$ cat config.mk
export PLATFORM = sky130hd
export DESIGN_NAME = fifo_dedup_writer
export DESIGN_NICKNAME = d
export VERILOG_FILES = /design/src/rtl/fifo_dedup_writer.sv
export SDC_FILE = /design/constraint.sdc
export NUM_CORES = 1
export LEC_CHECK = 0
export ABC_AREA = 1
export BUFFER_PORTS_ARGS = -buffer_cell sky130_fd_sc_hd__buf_2
export CAP_MARGIN = 20
export CELL_PAD_IN_SITES_DETAIL_PLACEMENT = 0
export CELL_PAD_IN_SITES_GLOBAL_PLACEMENT = 1
export CORE_ASPECT_RATIO = 0.9
export CORE_MARGIN = 1.5
export CORE_UTILIZATION = 32
export DETAILED_ROUTE_END_ITERATION = 6
export GPL_ROUTABILITY_DRIVEN = 0
export HOLD_SLACK_MARGIN = 0.12
export PLACE_DENSITY_LB_ADDON = 0.1
export RECOVER_POWER = 100
export SLEW_MARGIN = 10
export SYNTH_ARGS = -nofsm -noshare
export SYNTH_HDL_FRONTEND = slang
export SYNTH_SLANG_ARGS = --single-unit
$ cat constraint.sdc
create_clock -name clk -period 1.4 [get_ports clk]
set_input_delay 0.14 -clock clk [delete_from_list [all_inputs] [get_ports clk]]
set_output_delay 0.14 -clock clk [all_outputs]
set_load 0.05 [all_outputs]
$ cat src/rtl/fifo_dedup_writer.sv
// ---------------------------------------------------------------------------
// fifo_dedup_writer
//   Front end for the checking FIFO. Each upstream word is latched, the FIFO
//   is asked whether the word is already queued, and the word is written only
//   if it is absent. Duplicates are dropped and counted. A check that never
//   completes is abandoned after TIMEOUT cycles. In that case the word is
//   written anyway and timeout_err pulses.
//
// Ports
//   clk, rst                 clock (rising edge), async active-low reset
//   in_vld/in_rdy/in_dat     upstream valid/ready stream
//   wren/wdat                FIFO write strobe and data
//   full/empty               FIFO status
//   check_req/check_dat      one-cycle search request and the value to search
//   check_res/check_vld      search result, qualified by check_vld
//   busy                     a word is in flight (state != IDLE)
//   dup_drop/timeout_err     one-cycle event pulses
//   wr_cnt/drop_cnt          saturating statistics counters
// ---------------------------------------------------------------------------
module fifo_dedup_writer #(
  parameter int DATA_WIDTH = 32,
  parameter int TIMEOUT    = 64,
  parameter int TO_WIDTH   = 7,
  parameter int CNT_WIDTH  = 16
) (
  input  logic                  clk,
  input  logic                  rst,
  input  logic                  in_vld,
  output logic                  in_rdy,
  input  logic [DATA_WIDTH-1:0] in_dat,
  output logic                  wren,
  output logic [DATA_WIDTH-1:0] wdat,
  input  logic                  full,
  input  logic                  empty,
  output logic                  check_req,
  output logic [DATA_WIDTH-1:0] check_dat,
  input  logic                  check_res,
  input  logic                  check_vld,
  output logic                  busy,
  output logic                  dup_drop,
  output logic                  timeout_err,
  output logic [CNT_WIDTH-1:0]  wr_cnt,
  output logic [CNT_WIDTH-1:0]  drop_cnt
);

  typedef enum logic [2:0] {
    ST_IDLE  = 3'd0,
    ST_REQ   = 3'd1,
    ST_BLANK = 3'd2,
    ST_WAIT  = 3'd3,
    ST_WRITE = 3'd4
  } state_t;

  localparam logic [TO_WIDTH-1:0]  TIMER_LAST = TO_WIDTH'(TIMEOUT - 1);
  localparam logic [CNT_WIDTH-1:0] CNT_MAX    = {CNT_WIDTH{1'b1}};
  localparam logic [CNT_WIDTH-1:0] CNT_ONE    = CNT_WIDTH'(1);
  localparam logic [TO_WIDTH-1:0]  TIMER_ONE  = TO_WIDTH'(1);

  state_t                  state_r;
  state_t                  next_state_s;
  logic [DATA_WIDTH-1:0]   data_r;
  logic [TO_WIDTH-1:0]     timer_r;
  logic [CNT_WIDTH-1:0]    wr_cnt_r;
  logic [CNT_WIDTH-1:0]    drop_cnt_r;

  logic                    load_s;
  logic                    timer_clr_s;
  logic                    timer_inc_s;
  logic                    wren_s;
  logic                    check_req_s;
  logic                    dup_drop_s;
  logic                    timeout_err_s;

  // Next-state and per-state strobes.
  always_comb begin
    next_state_s  = state_r;
    load_s        = 1'b0;
    timer_clr_s   = 1'b0;
    timer_inc_s   = 1'b0;
    wren_s        = 1'b0;
    check_req_s   = 1'b0;
    dup_drop_s    = 1'b0;
    timeout_err_s = 1'b0;
    case (state_r)
      ST_IDLE: begin
        if (in_vld) begin
          load_s = 1'b1;
          // An empty FIFO never terminates a search, so skip the check.
          if (empty) begin
            next_state_s = ST_WRITE;
          end else begin
            next_state_s = ST_REQ;
          end
        end else begin
          next_state_s = ST_IDLE;
        end
      end
      ST_REQ: begin
        check_req_s  = 1'b1;
        next_state_s = ST_BLANK;
      end
      ST_BLANK: begin
        // The FIFO compare register is still stale here; its result is ignored.
        timer_clr_s  = 1'b1;
        next_state_s = ST_WAIT;
      end
      ST_WAIT: begin
        if (check_vld) begin
          if (check_res) begin
            dup_drop_s   = 1'b1;
            next_state_s = ST_IDLE;
          end else begin
            next_state_s = ST_WRITE;
          end
        end else if (timer_r == TIMER_LAST) begin
          timeout_err_s = 1'b1;
          next_state_s  = ST_WRITE;
        end else begin
          timer_inc_s  = 1'b1;
          next_state_s = ST_WAIT;
        end
      end
      ST_WRITE: begin
        if (!full) begin
          wren_s       = 1'b1;
          next_state_s = ST_IDLE;
        end else begin
          next_state_s = ST_WRITE;
        end
      end
      default: begin
        next_state_s = ST_IDLE;
      end
    endcase
  end

  // State register.
  always_ff @(posedge clk or negedge rst) begin
    if (!rst) begin
      state_r <= ST_IDLE;
    end else begin
      state_r <= next_state_s;
    end
  end

  // Held word: captured on acceptance, kept until written or dropped.
  always_ff @(posedge clk or negedge rst) begin
    if (!rst) begin
      data_r <= {DATA_WIDTH{1'b0}};
    end else if (load_s) begin
      data_r <= in_dat;
    end
  end

  // Check timeout timer.
  always_ff @(posedge clk or negedge rst) begin
    if (!rst) begin
      timer_r <= {TO_WIDTH{1'b0}};
    end else if (timer_clr_s) begin
      timer_r <= {TO_WIDTH{1'b0}};
    end else if (timer_inc_s) begin
      timer_r <= timer_r + TIMER_ONE;
    end
  end

  // Saturating statistics counters.
  always_ff @(posedge clk or negedge rst) begin
    if (!rst) begin
      wr_cnt_r   <= {CNT_WIDTH{1'b0}};
      drop_cnt_r <= {CNT_WIDTH{1'b0}};
    end else begin
      if (wren_s && (wr_cnt_r != CNT_MAX)) begin
        wr_cnt_r <= wr_cnt_r + CNT_ONE;
      end
      if (dup_drop_s && (drop_cnt_r != CNT_MAX)) begin
        drop_cnt_r <= drop_cnt_r + CNT_ONE;
      end
    end
  end

  assign in_rdy      = (state_r == ST_IDLE);
  assign busy        = (state_r != ST_IDLE);
  assign wren        = wren_s;
  assign wdat        = data_r;
  assign check_req   = check_req_s;
  assign check_dat   = data_r;
  assign dup_drop    = dup_drop_s;
  assign timeout_err = timeout_err_s;
  assign wr_cnt      = wr_cnt_r;
  assign drop_cnt    = drop_cnt_r;

endmodule

==> results.py, run 1 <==
metrics = {
    "sta": {
        "grt_setup_unrepaired": "yes",
        "final.setup.worst_slack_ns": -0.1516,
        "fmax_ghz": 0.6445,
        "max_slew.worst_pin.slew_ns": 0.7605,
        "post-route-min-period_ns": 1.552,
        "timing.final.hold_violations": 0,
        "finalSetupViolations": 37,
        "finClkSkew_ns": 0.007052,
        "timing.slew.headroom": 0.4930,
        "slew_viol_final": 0,
        "timing.final.crit_share": 1.108,
    },
    "synthesis": {
        "portion_of_the_post_synthesis_area_used_by_sequential_elements": 0.4599,
        "yosysWarningCount": 0,
        "post-synth-top-area-fraction": 0.4599,
        "synth_cell_type_count": 25,
        "netlist.top_cell.by_area": "sky130_fd_sc_hd__dfrtp_1",
        "cell_area_after_synthesis_mm2": 0.004026,
        "post_synth_main_area_contributors": "sky130_fd_sc_hd__dfrtp_1 (46%), sky130_fd_sc_hd__nand2_1 (24%), sky130_fd_sc_hd__buf_4 (6.0%)",
        "syn-mean-instance-area_um2": 7.498,
        "postSynthNetCount": 579,
        "ys_ff_latch": 74,
        "synthCells": 537,
    },
    "cts": {
        "clockRootBuffer": "sky130_fd_sc_hd__clkbuf_16",
        "clock_path_buffers": 2,
        "clk_transition_reported_paths_ns": 0.06,
        "cts_made_buffers": 9,
        "htree_levels": 3,
        "total_number_of_clock_tree_sinks": 74,
        "clock_latency_ns": 0.34,
        "tritoncts": "built",
    },
    "place": {
        "detailedPlacementHpwl_um": 7690,
        "buffer_ports.inserted": 140,
        "detailed_place.area_mm2": 0.005066,
    },
    "floorplanning": {
        "design.core.area_mm2": 0.01217,
        "ioPinCount": 141,
        "initial_utilization": 0.3308,
        "x_dimension_of_the_die_um": 121.2,
        "die_area_mm2": 0.01327,
        "fp-row-count": 38,
        "fp.dieH_um": 109.4,
    },
    "drt": {
        "ant_nets": 0,
        "drt-pass1-iter-count": 4,
        "via_density_per_instance": 4.426,
        "postRouteWirelength_um": 11620,
        "detailedRoute.firstIterationViolations": 191,
        "num_vias": 4072,
        "route.detailed.wl_per_inst_um": 12.63,
        "drc": 0,
    },
    "power_and_ir_drop": {
        "static-leakage-power_nw": 3.240,
        "total_power_w": 0.01267,
        "ir_drop_mv": 1.657,
        "power_per_cell_area_mw_per_mm2": 2012,
    },
    "critical_path": {
        "critical_path_class": "register to output pin",
        "crit_path_start_kind": "register",
        "timing.critical_path.arrival_ns": 1.41,
        "crit_path_end_kind": "output pin",
        "crit_required_ns": 1.26,
        "cp_max_fo": 3,
    },
    "cells_and_area": {
        "insertedDiodeCount": 0,
        "drive_gt1_frac": 0.4434,
        "n_fill_cell": 1204,
        "areaGrowthSynthToFinish_pct": 56.37,
        "fin_util": 0.5173,
        "design.final.nets": 797,
        "layout_common_cells": "sky130_fd_sc_hd__nand2_1 (220), sky130_fd_sc_hd__clkbuf_2 (95), sky130_fd_sc_hd__buf_4 (58), sky130_fd_sc_hd__dfrtp_1 (48), sky130_fd_sc_hd__buf_2 (39)",
        "layout_commonest_cell": "sky130_fd_sc_hd__nand2_1",
        "stdcell_area_mm2": 0.006296,
    },
    "global_routing": {
        "grt_most_used_layer": "met2",
        "grt_pass1_vias": 3704,
        "grt.met2_usage": 0.2845,
        "globalRouteTotalUtil": 0.1746,
        "globalRouteMet3Util": 0.05394,
        "grt_start_max_net_pins": 44,
        "grt_first_pass_wirelength_um": 18120,
        "grt_use_met1": 0.2288,
        "gr-total-overflow": 0,
        "initial_antenna_violation_count": 0,
    },
    "run": {
        "max-cap-violations": 0,
    },
    "status": {
        "outcome": "finished, violations left",
        "violated_checks": "negative setup slack",
    },
    "worst_hold_path": {
        "holdCritPathClass": "primary input to register",
    },
}
-- registers in the layout, indices dropped and copies added, names as in the netlist --
signal,cells
check_dat,32
drop_cnt,16
state_r,3
timer_r,7
wr_cnt,16
-- cell families after synthesis --
logic type | after synthesis | synth area share
AND/OR/NAND/NOR | 346 | 0.3589
flip-flops | 74 | 0.4599
buffers and inverters | 86 | 0.1184
XOR/XNOR | 14 | 0.03045
AO/OA/AOI/OAI | 14 | 0.02300
adder cells (fa/ha/maj) | 3 | 0.009324
-- synth_stat cells (all sizes together) --
master  count
o21ai      14
ha          3
nor2       40
nor3        4
nand2     259
clkinv      1
buf        39
nand3b      1
xnor2      13
inv        43
nand3      23
clkbuf      3
dfrtp      74
or2         3
xor2        1
nand4      16
-- layout make-up --
type,count,area (µm²),area share
timing repair inverter,2,20.02,0.003180
sequential,74,1884,0.2993
clock inverter,4,50.05,0.007949
clock buffer,12,256.5,0.04074
timing repair buffer,247,1712,0.2719
inverter,44,187.7,0.02981
multi-input combinational,377,1986,0.3154
tap,160,200.2,0.03180
-- per-stage QoR --
step	hold slack, ns	TNS [ns]	worst slack, ns	std cells
final	0.1412	-1.881	-0.1516	920
after CTS	0.1228	-2.026	-0.2460	905
after global placement	-0.06364	-0.02526	-0.01619	839
after floorplan	-0.1556	-14.43	-0.2856	537
after global routing	0.1534	-6.309	-0.2502	920
after detailed placement	-0.06081	-0.7721	-0.1335	839
-- final timing paths --
path	start	to	slack (ns)	cells after the start
min in group asynchronous	rst	wr_cnt[13]	0.53	3
worst max-delay path	timer_r[0]	timeout_err	-0.15	6
max in group asynchronous	rst	wr_cnt[4]	0.32	3
worst min register to register	check_dat[7]	check_dat[7]	0.50	2
worst max register to register	timer_r[0]	state_r[0]	-0.12	6
worst min-delay path	full	state_r[2]	0.14	3
-- where the power goes --
part | switching [W] | leakage [nW] | total [W] | internal [W]
registers | 0.000543 | 0.935 | 0.00328 | 0.00274
logic | 0.00519 | 2.16 | 0.00697 | 0.00178
clock network | 0.000936 | 0.145 | 0.00241 | 0.00148
total | 0.00667 | 3.24 | 0.0127 | 0.00599
-- timing repair --
action,4_1_cts,5_1_grt
buffers inserted,12,16
endpoints found under the hold margin,108,0
cloned,3,2
pin swaps,13,11
hold buffers,35,0
gates resized for setup,46,71
endpoints found under the setup margin,57,66
-- worst max-delay path, stage by stage, from the launching register on --
cell	delay [ns]
sky130_fd_sc_hd__dfrtp_1	0.40
sky130_fd_sc_hd__ha_4	0.17
sky130_fd_sc_hd__nand3_4	0.08
sky130_fd_sc_hd__nor3_4	0.13
sky130_fd_sc_hd__nand2_2	0.08
sky130_fd_sc_hd__inv_2	0.06
sky130_fd_sc_hd__buf_8	0.13
-- per-layer routing --
metal / up-vias / routed length, µm
met5: - / 0
met2: 98 / 5576
met1: 1895 / 5357
met4: 0 / 118
met3: 12 / 571
li1: 2067 / -
Note: power is estimated with default switching activity, not from simulation.
==> run 2: changes to the inputs <==
Settings changed: CORE_UTILIZATION 32 to 38.
Clock period 1.4 ns to 1.8 ns, I/O delays scaled along.
==> results.py, run 2 (synthesis results as in run 1) <==
metrics = {
    "power_and_ir_drop": {
        "seqPwrFrac": 0.287,
        "ir_drop_mv": 1.274,
        "switching_share": 0.5549,
        "power.share.combinational": 0.510,
        "power_per_cell_area_mw_per_mm2": 1715,
        "static-leakage-power_nw": 2.525,
        "share_clk_of_total_power": 0.203,
        "power.switching_w": 0.004945,
        "p_int_w": 0.003966,
    },
    "status": {
        "outcome": "complete, no violations",
    },
    "global_routing": {
        "grt_pass1_vias": 3480,
        "gr-total-overflow": 0,
        "globalRouteTotalUtil": 0.1884,
        "initial_antenna_violation_count": 0,
        "grt_first_pass_wirelength_um": 16830,
        "grt_start_max_net_pins": 38,
    },
    "critical_path": {
        "cp_max_fo": 6,
        "cpPeakStageDelay_ns": 0.42,
        "worst_r2r_path_depth": 8,
        "cell_with_the_largest_stage_delay_on_the_worst_path": "sky130_fd_sc_hd__dfrtp_1",
        "crit_path_start_kind": "register",
        "timing.critical_path.cells": "inv_2, nand3_2, nor3_4, buf_4",
        "critical_path.startpoint": "state_r[2]",
        "crit_path_end_kind": "output pin",
        "timing.critical_path.max_delay_family": "flip-flops",
        "timing.critical_path.arrival_ns": 1.54,
        "critical_path_class": "register to output pin",
        "ff2ff_setup_slack_ns": 0.14,
        "crit_required_ns": 1.62,
        "reg2reg_from": "wr_cnt[0]",
        "critPathBufInv": 2,
        "regToRegEndpoint": "wr_cnt[5]",
    },
    "cts": {
        "htree_levels": 3,
        "total_number_of_clock_tree_sinks": 74,
        "cts_made_buffers": 9,
        "clockRootBuffer": "sky130_fd_sc_hd__clkbuf_16",
        "tritoncts": "built",
        "clock_latency_ns": 0.34,
        "clock_path_buffers": 2,
        "clk_transition_reported_paths_ns": 0.06,
    },
    "floorplanning": {
        "initial_utilization": 0.3912,
        "die_area_mm2": 0.01122,
        "fp-row-count": 35,
        "fp.dieH_um": 100.7,
        "design.core.area_mm2": 0.01029,
        "ioPinCount": 141,
        "x_dimension_of_the_die_um": 111.5,
    },
    "sta": {
        "timing.final.crit_share": 0.9574,
        "finalSetupViolations": 0,
        "finClkSkew_ns": 0.007609,
        "slew_viol_final": 0,
        "post-route-min-period_ns": 1.723,
        "setup_tns_ns": 0,
        "fmax_ghz": 0.5802,
        "max_slew.worst_pin.slew_ns": 0.7245,
        "final.setup.worst_slack_ns": 0.07660,
        "hold-worst-slack_ns": 0.1891,
        "timing.final.hold_violations": 0,
        "grt_setup_unrepaired": "no",
        "timing.slew.headroom": 0.5170,
    },
    "cells_and_area": {
        "insertedDiodeCount": 0,
        "largest_register_ffs": 32,
        "areaGrowthSynthToFinish_pct": 29.09,
        "drive_gt1_frac": 0.1377,
        "finish.cell_count_without_fillers": 826,
        "layout_commonest_cell": "sky130_fd_sc_hd__nand2_1",
        "layout_common_cells": "sky130_fd_sc_hd__nand2_1 (254), sky130_fd_sc_hd__clkbuf_1 (99), sky130_fd_sc_hd__dfrtp_1 (71), sky130_fd_sc_hd__inv_1 (39), sky130_fd_sc_hd__buf_2 (37)",
        "design.final.nets": 734,
        "n_fill_cell": 1092,
    },
    "place": {
        "dp_worst_setup_slack_ns": 0.2193,
        "buffer_ports.inserted": 140,
        "place_inst": 776,
        "detailedPlacementHpwl_um": 7379,
    },
    "drt": {
        "via_density_per_instance": 4.562,
        "postRouteWirelength_um": 10430,
        "ant_nets": 0,
        "num_vias": 3768,
        "route.detailed.wl_per_inst_um": 12.63,
        "drc": 0,
        "drt-pass1-iter-count": 4,
        "detailedRoute.firstIterationViolations": 147,
    },
    "worst_hold_path": {
        "hold_path.startpoint": "full",
        "min_delay_path_depth": 3,
        "holdCritPathClass": "primary input to register",
        "worstHoldEndpoint": "state_r[2]",
    },
    "run": {
        "max-cap-violations": 0,
    },
}
[run 2: changes by cell type in the layout (fill, tap and decap cells not counted), moves of 7 or more]
cell / delta
sky130_fd_sc_hd__dfrtp_2: -23
sky130_fd_sc_hd__nor2_2: -7
sky130_fd_sc_hd__nor2_1: +11
sky130_fd_sc_hd__nand2_4: -8
sky130_fd_sc_hd__o21ai_0: +7
sky130_fd_sc_hd__nand2_1: +34
sky130_fd_sc_hd__clkbuf_2: -91
sky130_fd_sc_hd__nand2_2: -26
sky130_fd_sc_hd__dfrtp_1: +23
sky130_fd_sc_hd__buf_6: -11
sky130_fd_sc_hd__clkbuf_1: +97
sky130_fd_sc_hd__buf_4: -47
[run 2: area by class of cell]
type / instances / area, µm² / share of cell area
clock buffers: 12 / 246.5 / 0.04742
repair buffers: 186 / 1015 / 0.1952
multi-input cells: 377 / 1703 / 0.3276
well taps: 129 / 161.4 / 0.03105
flip-flops and latches: 74 / 1856 / 0.3570
inverters: 44 / 165.2 / 0.03178
clock inverters: 4 / 51.30 / 0.009870
[run 2: what timing repair did]
item	in CTS	in global routing
hold buffers	34	0
endpoints found under the hold margin	108	0
cloned	0	0
setup endpoints to repair	2	2
gates resized for setup	2	4
buffers inserted	0	0
[run 2: how the worst max path moves through the flow]
stage	to	slack, ns	cells past startpoint
floorplan	drop_cnt[3]	0.09	9
global placement	wr_cnt[9]	0.19	8
detailed placement	wr_cnt[0]	0.22	8
CTS	timeout_err	0.01	6
global route	timeout_err	0.0004	6
finish	dup_drop	0.08	4
[run 2: per-stage QoR]
step	instance area, µm²	total power (W)	util
2_1_floorplan	4036	0.006611	-
3_3_place_gp	4692	0.007254	0.4559
3_5_place_dp	4692	0.007287	0.4559
4_1_cts	5335	0.009196	0.5184
5_1_grt	5197	0.009371	0.5050
6_report	5197	0.008912	0.5050
[run 2: per-layer routing]
layer,part of all wire,up-vias,global-route usage
li1,-,1937,-
met1,0.48,1731,0.2417
met2,0.47,86,0.3157
met3,0.042,14,0.04390
met4,0.016,0,0.06524
met5,0,-,0
[run 2: power by group through the flow]
stage | clock [W] | sequential, W | combinational (W)
after floorplan | 0 | 0.00389 | 0.00272
after global placement | 0 | 0.00254 | 0.00472
after detailed placement | 0 | 0.00256 | 0.00472
after CTS | 0.00187 | 0.00254 | 0.00479
after global routing | 0.00193 | 0.00262 | 0.00481
final | 0.00181 | 0.00256 | 0.00455
[run 2: worst min-delay path, cell delays in order]
cell and delay [ns]:
sky130_fd_sc_hd__buf_2 0.12, sky130_fd_sc_hd__nand3_1 0.10, sky130_fd_sc_hd__nand4_1 0.09
